===== src/rtl/execute_alu_shift_arbiter_pkg.sv =====
// Shared definitions for the execute-stage shift arbiter.
// Holds the shift opcode encoding and the operand bundle that the grant mux selects.
package execute_alu_shift_arbiter_pkg;

  localparam logic [1:0] SHIFT_SLL = 2'b00;
  localparam logic [1:0] SHIFT_SRL = 2'b01;
  localparam logic [1:0] SHIFT_SRA = 2'b10;

  localparam int TAG_W_DEFAULT = 4;

  typedef struct packed {
    logic [31:0] d0;
    logic [4:0]  sa0;
    logic [4:0]  sa1;
    logic        sa_sel;
    logic [1:0]  sel;
  } shift_op_t;

endpackage


===== src/rtl/execute_alu_impl_shift.sv =====
// Combinational 32-bit barrel shifter: SLL, SRL, SRA (sign-filled).
// The shift amount comes from either a register field or an immediate field.
module execute_alu_impl_shift
  import execute_alu_shift_arbiter_pkg::*;
(
  input  logic [31:0] d0,
  input  logic [4:0]  sa0,
  input  logic [4:0]  sa1,
  input  logic        sa_sel,
  input  logic [1:0]  sel,
  output logic [31:0] result
);

  logic [4:0] sa;

  assign sa = sa_sel ? sa1 : sa0;

  // NOTE: every output of an always_comb gets a default first so no path leaves it unassigned, which would infer a latch.
  always_comb begin
    result = d0 << sa;
    case (sel)
      SHIFT_SRL: result = d0 >> sa;
      SHIFT_SRA: result = $unsigned($signed(d0) >>> sa);
      default:   result = d0 << sa;
    endcase
  end

endmodule


===== src/rtl/execute_alu_shift_arbiter.sv =====
// Round-robin arbiter sharing one barrel shifter between two ALU pipes.
// The result is held in one output register with a valid/ready handshake.
module execute_alu_shift_arbiter
  import execute_alu_shift_arbiter_pkg::*;
#(
  parameter int TAG_W = TAG_W_DEFAULT
) (
  input  logic             clk,
  input  logic             reset,
  input  logic             flush,
  input  logic             req0_valid,
  output logic             req0_ready,
  input  logic [31:0]      req0_d0,
  input  logic [4:0]       req0_sa0,
  input  logic [4:0]       req0_sa1,
  input  logic             req0_sa_sel,
  input  logic [1:0]       req0_sel,
  input  logic [TAG_W-1:0] req0_tag,
  input  logic             req1_valid,
  output logic             req1_ready,
  input  logic [31:0]      req1_d0,
  input  logic [4:0]       req1_sa0,
  input  logic [4:0]       req1_sa1,
  input  logic             req1_sa_sel,
  input  logic [1:0]       req1_sel,
  input  logic [TAG_W-1:0] req1_tag,
  output logic             out_valid,
  input  logic             out_ready,
  output logic [31:0]      out_data,
  output logic [TAG_W-1:0] out_tag,
  output logic             out_src
);

  logic             rr;
  logic             accept;
  logic             grant_any;
  logic             grant_idx;
  shift_op_t        op0;
  shift_op_t        op1;
  shift_op_t        op_sel;
  logic [TAG_W-1:0] tag_sel;
  logic [31:0]      shift_result;

  assign accept = !flush && (!out_valid || out_ready);

  // With both pipes requesting the preferred one (rr) wins; otherwise the lone requester.
  always_comb begin
    grant_idx = 1'b0;
    if (req0_valid && req1_valid) grant_idx = rr;
    else if (req1_valid)          grant_idx = 1'b1;
  end

  assign grant_any  = !reset && accept && (req0_valid || req1_valid);
  assign req0_ready = grant_any && !grant_idx;
  assign req1_ready = grant_any &&  grant_idx;

  assign op0 = '{d0: req0_d0, sa0: req0_sa0, sa1: req0_sa1, sa_sel: req0_sa_sel, sel: req0_sel};
  assign op1 = '{d0: req1_d0, sa0: req1_sa0, sa1: req1_sa1, sa_sel: req1_sa_sel, sel: req1_sel};

  assign op_sel  = grant_idx ? op1 : op0;
  assign tag_sel = grant_idx ? req1_tag : req0_tag;

  execute_alu_impl_shift u_shift (
    .d0     (op_sel.d0),
    .sa0    (op_sel.sa0),
    .sa1    (op_sel.sa1),
    .sa_sel (op_sel.sa_sel),
    .sel    (op_sel.sel),
    .result (shift_result)
  );

  // NOTE: state uses non-blocking assignments so every register samples pre-edge values regardless of statement order.
  always_ff @(posedge clk or posedge reset) begin
    if (reset) begin
      out_valid <= 1'b0;
      out_data  <= '0;
      out_tag   <= '0;
      out_src   <= 1'b0;
      rr        <= 1'b0;
    end else if (flush) begin
      out_valid <= 1'b0;
    end else if (accept) begin
      if (grant_any) begin
        out_valid <= 1'b1;
        out_data  <= shift_result;
        out_tag   <= tag_sel;
        out_src   <= grant_idx;
        rr        <= !grant_idx;
      end else begin
        out_valid <= 1'b0;
      end
    end
  end

endmodule

===== config.mk =====
export PLATFORM = sky130hd
export DESIGN_NAME = execute_alu_shift_arbiter
export DESIGN_NICKNAME = d
export VERILOG_FILES = /design/src/rtl/execute_alu_shift_arbiter_pkg.sv /design/src/rtl/execute_alu_impl_shift.sv /design/src/rtl/execute_alu_shift_arbiter.sv
export SDC_FILE = /design/constraint.sdc
export NUM_CORES = 1
export LEC_CHECK = 0
export ABC_AREA = 1
export ABC_CLOCK_PERIOD_IN_PS = 6300
export CORE_ASPECT_RATIO = 0.8
export CORE_MARGIN = 2
export CORE_UTILIZATION = 30
export CTS_BUF_LIST = sky130_fd_sc_hd__clkbuf_4 sky130_fd_sc_hd__clkbuf_8 sky130_fd_sc_hd__clkbuf_16
export CTS_CLUSTER_DIAMETER = 200
export DETAILED_ROUTE_END_ITERATION = 12
export DONT_BUFFER_PORTS = 1
export SLEW_MARGIN = 30
export SYNTH_ARGS = -nofsm -noshare
export SYNTH_HDL_FRONTEND = slang
export SYNTH_SLANG_ARGS = --single-unit

===== constraint.sdc =====
create_clock -name clk -period 6.3 [get_ports clk]
set_clock_uncertainty 0.1 [all_clocks]
set_input_delay 0.63 -clock clk [delete_from_list [all_inputs] [get_ports clk]]
set_output_delay 0.63 -clock clk [all_outputs]
set_load 0.02 [all_outputs]

## After elaboration in Yosys (flattened, before gate mapping)

Index checks and enable logic that the tools add are counted.

- Flip-flop bits (word level): 39
- Logic and storage cells: 34

- Eq/ne operators: 2
- Shift-type cells: 3
- Multiplexer cells: 9
- Bitwise logic cells: 1
- Reduce and logical (&&, ||, !) cells: 14

Operators with widths:

| kind | number |
|---|---|
| $pmux W32 S2 | 1 |
| $mux W45 | 1 |
| $shl A32 B5 Y32 | 1 |
| $shr A32 B5 Y32 | 1 |
| $sshr A32 B5 Y32 | 1 |
| $logic_and A1 B1 Y1 | 6 |
| $mux W1 | 5 |
| $mux W5 | 1 |
| $logic_not A1 Y1 | 4 |
| $mux W4 | 1 |
| $reduce_and A3 Y1 | 1 |
| $eq A2 B1 Y1 const B | 1 |
| $eq A2 B2 Y1 const B | 1 |
| $logic_or A1 B1 Y1 | 2 |
| $reduce_bool A2 Y1 | 1 |
| $not A1 Y1 | 1 |

## Longest topological paths before layout

- Word-level depth: 8
- Mapped depth: 22

## Hierarchy

Synthesis repeated with hierarchy kept, for this count alone.

- Cell total of the unflattened synthesis: 1241
- Area total of the unflattened synthesis: 6299.8 µm²

By module, submodules not included:

| module | instances | cells each | area an instance (µm²) | seq. area each (µm²) |
|---|---|---|---|---|
| execute_alu_impl_shift | 1 | 910 | 4152.7 | 0.0 |
| execute_alu_shift_arbiter | 1 | 331 | 2147.1 | 975.9 |

## Worst setup path after synthesis

Ideal clock, no wire load.

- Path kind: input -> register
- Start: input req1_valid
- End: register out_data[19]
- Setup time: 0.124 ns
- Arrival: 2.809 ns
- Data required time: 6.076 ns
- Path slack: 3.267 ns
- Stages: 15
- Buffers on the path: 4
- Path through: buf_4 -> nand2_4 -> inv_2 -> buf_2 -> or2_2 -> o21ai_0 -> inv_1 -> ha_1 -> clkbuf_1 -> inv_1 -> nor2_1 -> buf_2 -> o211ai_1 -> o211ai_1 -> nand2_1

- Word-level cells in the longest chain between the ends: 6

Ends and longest elaborated chain:

| item | RTL line | source |
|---|---|---|
| start: declaration | execute_alu_shift_arbiter.sv:19 | `input logic req1_valid,` |
| $mux W1 or $logic_and A1 B1 Y1 (tied branches) | execute_alu_shift_arbiter.sv:50, execute_alu_shift_arbiter.sv:49 |  |
| $mux W1 | execute_alu_shift_arbiter.sv:49 | `if (req0_valid && req1_valid) grant_idx = rr;` |
| $mux W45 | execute_alu_shift_arbiter.sv:60 | `assign op_sel = grant_idx ? op1 : op0;` |
| $mux W5 | execute_alu_impl_shift.sv:16 | `assign sa = sa_sel ? sa1 : sa0;` |
| $shl A32 B5 Y32 (tied with other cells) | - |  |
| $pmux W32 S2 | execute_alu_impl_shift.sv:21 | `case (sel)` |
| end signal: assignment | execute_alu_shift_arbiter.sv:85 | `out_data <= shift_result;` |
| end: declaration | execute_alu_shift_arbiter.sv:29 | `output logic [31:0] out_data,` |

Parallel ways exist; a longest one is shown, timed or not.
A chain may end at the register's enable or synchronous reset.

## Worst setup path after layout

- Start: register rr
- End: register out_data[18]

- Word-level cells in the longest chain between the ends: 5

Ends and longest elaborated chain:

| item | RTL line | source |
|---|---|---|
| start: declaration | execute_alu_shift_arbiter.sv:34 | `logic rr;` |
| start signal: assignment | execute_alu_shift_arbiter.sv:88 | `rr <= !grant_idx;` |
| $mux W1 (*) | execute_alu_shift_arbiter.sv:49 |  |
| $mux W45 (*) | execute_alu_shift_arbiter.sv:60 |  |
| $mux W5 | execute_alu_impl_shift.sv:16 |  |
| $shl A32 B5 Y32 (tied with other cells) | - |  |
| $pmux W32 S2 (*) | execute_alu_impl_shift.sv:21 |  |

Every way passes the cells marked *; elsewhere a longest branch is shown, timed or not.

==> results by group <==
Critical path
  • Crit. Startpoint: rr
  • Cell type of the slowest stage on the worst timing path: sky130_fd_sc_hd__nor2_1
  • Largest delay contributor family on the critical path: simple AND/OR/NAND/NOR gates
  • Crit path kind: flop to flop
  • Required time worst endpoint: 6.42 ns
  • Cell-by-cell trace of the critical path: inv_2 -> nand2_4 -> nand2_4 -> inv_2 -> or2_2 -> o21ai_0 -> inv_1 -> ha_1 -> inv_1 -> buf_4 -> nor2_1 -> inv_1 -> nor2_1 -> nor2_1 -> nand2_1 -> inv_1 -> a21boi_1
  • CP startpoint kind: flop
  • Kind of end point of the critical path: flop
  • Worst Path Buf+Inv: 7
  • Most frequent cell on the critical path: sky130_fd_sc_hd__inv_1
  • Data arrival time of the critical path: 4.05 ns
  • Largest stage delay, worst path: between 0.6 and 0.7 ns
  • Largest fanout of any net on the critical path: 28
  • Reg2reg start: rr

Global routing
  • Initial antenna violation count: 0
  • Met1 usage: roughly a third
  • Total Routing Usage GR: between 20% and 30%
  • Fraction of met3 tracks used by global routing: between 5 and 6%
  • Grt met2 use: about a third
  • Via count of the first global-routing pass: 7164
  • Remaining Overflow, GRT: 0
  • Global-route wire length before repair: roughly 40000 um
  • Most used routing layer in global routing: met2
  • Pin count of the biggest net entering global routing: 73

CTS
  • Number of buffers inserted by hold repair at cts: 0
  • CTS H-tree depth: 2
  • Post-CTS setup buffer count: 0
  • Number of clock buffers inserted by TritonCTS: 5
  • CTS resizes: 0
  • Max Root-Sink Buffers: 2
  • Number of sinks handled by clock tree synthesis: 39
  • Clock Root Buffer: sky130_fd_sc_hd__clkbuf_16
  • Clock tree from TritonCTS: yes
  • Clock-pin slew on the worst setup and hold paths: approximately 0.06 ns
  • Later-pin clock latency in the skew report: around 0.29 ns

Power
  • Power per Cell Area: 295 mW/mm2
  • Worst IR Drop VDD: 0.000104 V
  • Relative contribution of the clock network to total power: 15.3%
  • Combinational cell fraction of total power: roughly three fifths
  • LEAKAGE: roughly 0.0033 uW
  • Switching Share: 56.3%
  • Internal power component: ~850 uW
  • Sw Pwr: ~1100 uW
  • Proportion of power drawn by flip-flops and latches: a little under a quarter

Synth
  • Fraction of synthesized area in multiplexers: 0%
  • Yosys top cell area share: around a quarter
  • Total of warnings raised by yosys: 0
  • Leading area contributor after synthesis: sky130_fd_sc_hd__nand2_1
  • Arithmetic-cell share of the synthesized area counting full adders, half adders and majority gates: less than 1%
  • Top post-synthesis cells by area: sky130_fd_sc_hd__nand2_1 27%, sky130_fd_sc_hd__nand3_1 21%, sky130_fd_sc_hd__dfrtp_1 15%
  • Area share of and/or/nand/nor cells after synthesis: 58.2%
  • Primary FF master, synth: sky130_fd_sc_hd__dfrtp_1
  • Parity-gate share of the synthesized area counting xor and xnor cells: 0%
  • FFs w/ async S/R, synth: 100%
  • Post-synthesis register bit count: 39
  • Combinational family with the most area after synthesis: simple AND/OR/NAND/NOR gates
  • Synth Net Count: around 1.3k
  • Part of the Yosys area used for sequential elements: between 10% and 20%
  • Complex-gate fraction of the synthesized area: between 10% and 20%
  • Mean cell area of the mapped netlist: 5.43 um2
  • Post-synthesis cell count: around 1.2k
  • Summed instance area of the synthesized netlist: between 0.006 and 0.007 mm2
  • Library cells used by synthesis: 39
  • Post-synth EDFFs: 0

Place
  • Count of input and output buffers: 0
  • Post-placement setup slack: about 2.2 ns
  • Last weighted congestion value of the routability-driven placer: 1.05
  • Post-detail-place hpwl: between 20000 and 25000 um

Timing
  • Number of hold violations in the final report: 0
  • Shortest clock period the worst path allows after layout: approximately 3.9 ns
  • Unrepaired setup endpoints after global routing: no
  • Final setup slack of the worst path: ~2.4 ns
  • Count of pins over their slew limit: 0
  • Maximum operating frequency: 255 MHz
  • Slew at the pin closest to its max-slew limit: ~0.86 ns
  • Remaining max-slew budget at the tightest pin: a little over two fifths
  • Final number of setup-violating endpoints: 0
  • TNS Setup: 0 ns
  • Fin crit share: 62.3%

Cells and area
  • Area overhead of the layout relative to synthesis: 2.00%
  • Antenna diode count: 0
  • Fin nets: 1236
  • Fraction of final layout cells with drive strength greater than 1: around 8.0%

Die
  • Die Area: approximately 0.023 mm2
  • Core box area: around 0.021 mm2
  • Placement row count: 47
  • Initial core utilization: 30.9%
  • Die width: between 150 and 200 um
  • Vertical die dimension: between 100 and 150 um
  • Total I/O pin count: ~140

Run status
  • Outcome: finished clean

Detailed routing
  • Number of remaining DRC errors: 0
  • Total via count in the routed design: a little under 8k
  • Final routed wirelength across all metal layers: about 26000 um
  • Per-cell via count in the routed design: approximately 5.6
  • DRT iter0 DRCs: 1031
  • Detailed-route wire length per cell: 18.4 um
  • Post-route antenna net violation count: 0
  • Number of iterations in the first detailed-routing pass: 6

Job
  • Count of max-cap constraint violations: 0

Hold path
  • Worst hold-check path type: primary input to asynchronous set/reset pin
==> routing by layer <==
metal	share of wire [%]	routed length (um)
met5	0	0
met2	43	11000
met4	2.7	685
met1	46	11800
met3	8.7	2240
==> kinds of logic (layout without fill, tap and decap cells) <==
| family | count (synthesis) | count (layout) |
|---|---|---|
| simple gates | 836 | 836 |
| buf+inv | 156 | 100 |
| fa+ha+maj | 2 | 2 |
| flops | 39 | 39 |
| compound gates | 154 | 154 |
==> area by class of cell <==
cell class	count	area, um2
timing repair buffer	12	103
fill	2439	14300
clock inverter	3	43.8
tap	269	337
clock buffer	5	125
multi-input combinational	992	4690
sequential	39	976
inverter	80	300
==> worst paths after layout <==
path                                 to  slack [ns]  cells after the start
setup / recovery           out_data[18]        2.38                     17
hold / removal               out_tag[0]        0.24                      2
setup reg to reg           out_data[18]        2.38                     17
hold reg to reg                      rr        0.43                      2
max in group asynchronous   out_data[9]        5.49                      2
min in group clk              out_valid        0.34                      1
==> power by group through the flow <==
stage	Combinational (uW)	Sequential [uW]	Clock [uW]
final	1190	457	296
after global routing	1310	468	311
after CTS	1160	463	302
after detailed placement	1150	466	0
after global placement	1150	467	0
after floorplan	897	437	0
==> synthesized netlist by cell type (18+ instances only) <==
cell and number:
sky130_fd_sc_hd__o21ai_1 53, sky130_fd_sc_hd__buf_2 28, sky130_fd_sc_hd__o211ai_1 18, sky130_fd_sc_hd__dfrtp_1 39, sky130_fd_sc_hd__o21ai_0 30, sky130_fd_sc_hd__clkbuf_1 19, sky130_fd_sc_hd__nor2_1 28, sky130_fd_sc_hd__or2_2 27
sky130_fd_sc_hd__nand2_1 458, sky130_fd_sc_hd__a21oi_1 28, sky130_fd_sc_hd__inv_1 69, sky130_fd_sc_hd__nand3_1 274
==> cell usage in the layout (no fill, tap or decap) <==
cell and n:
sky130_fd_sc_hd__nand2_1 457, sky130_fd_sc_hd__nand3_1 274, sky130_fd_sc_hd__inv_1 69, sky130_fd_sc_hd__o21ai_1 53, sky130_fd_sc_hd__dfrtp_1 39, sky130_fd_sc_hd__o21ai_0 30, sky130_fd_sc_hd__nor2_1 28, sky130_fd_sc_hd__a21oi_1 28
sky130_fd_sc_hd__or2_2 27, sky130_fd_sc_hd__o211ai_1 18, sky130_fd_sc_hd__nand2_2 12, sky130_fd_sc_hd__a21boi_1 12, sky130_fd_sc_hd__buf_4 11, sky130_fd_sc_hd__nand2_4 10, sky130_fd_sc_hd__inv_2 9, sky130_fd_sc_hd__nand3b_1 6
sky130_fd_sc_hd__or2_1 5, sky130_fd_sc_hd__nand4_1 5, sky130_fd_sc_hd__clkbuf_16 5, sky130_fd_sc_hd__nand3_2 4, sky130_fd_sc_hd__nor3_1 3, sky130_fd_sc_hd__o21ai_4 3, sky130_fd_sc_hd__o21a_1 3, sky130_fd_sc_hd__or2_0 2
sky130_fd_sc_hd__nor2_2 2, sky130_fd_sc_hd__clkinv_1 2, sky130_fd_sc_hd__ha_1 2, sky130_fd_sc_hd__o21ai_2 1, sky130_fd_sc_hd__a21boi_0 1, sky130_fd_sc_hd__nand4_2 1, sky130_fd_sc_hd__o211ai_2 1, sky130_fd_sc_hd__a31oi_1 1
sky130_fd_sc_hd__a2bb2oi_1 1, sky130_fd_sc_hd__o22a_1 1, sky130_fd_sc_hd__o21bai_1 1, sky130_fd_sc_hd__bufinv_16 1, sky130_fd_sc_hd__clkinv_4 1, sky130_fd_sc_hd__clkinv_2 1, sky130_fd_sc_hd__buf_12 1
==> worst reg2reg max path: cells and delay by family, from the launching register on <==
kind	cells	cell delay, ns
simple gates	7	1.65
compound gates	2	0.23
buf+inv	7	1.01
flops	1	0.37
fa+ha+maj	1	0.50
==> state kept, by name, summed over array words and instances (netlist names) <==
register   flops
out_valid      1
rr             1
out_tag        4
out_src        1
out_data      32
==> metrics by stage <==
step	hold slack (ns)	total power (uW)	area (um2)	cells	utilization (%)
floorplan	0.405	1330	6440	1187	-
global placement	0.415	1620	6400	1392	30.7
detailed placement	0.420	1620	6400	1392	30.7
CTS	0.263	1920	6570	1400	31.5
global route	0.294	2090	6570	1400	31.5
finish	0.239	1940	6570	1400	31.5
Note: power is estimated with default switching activity, not from simulation.
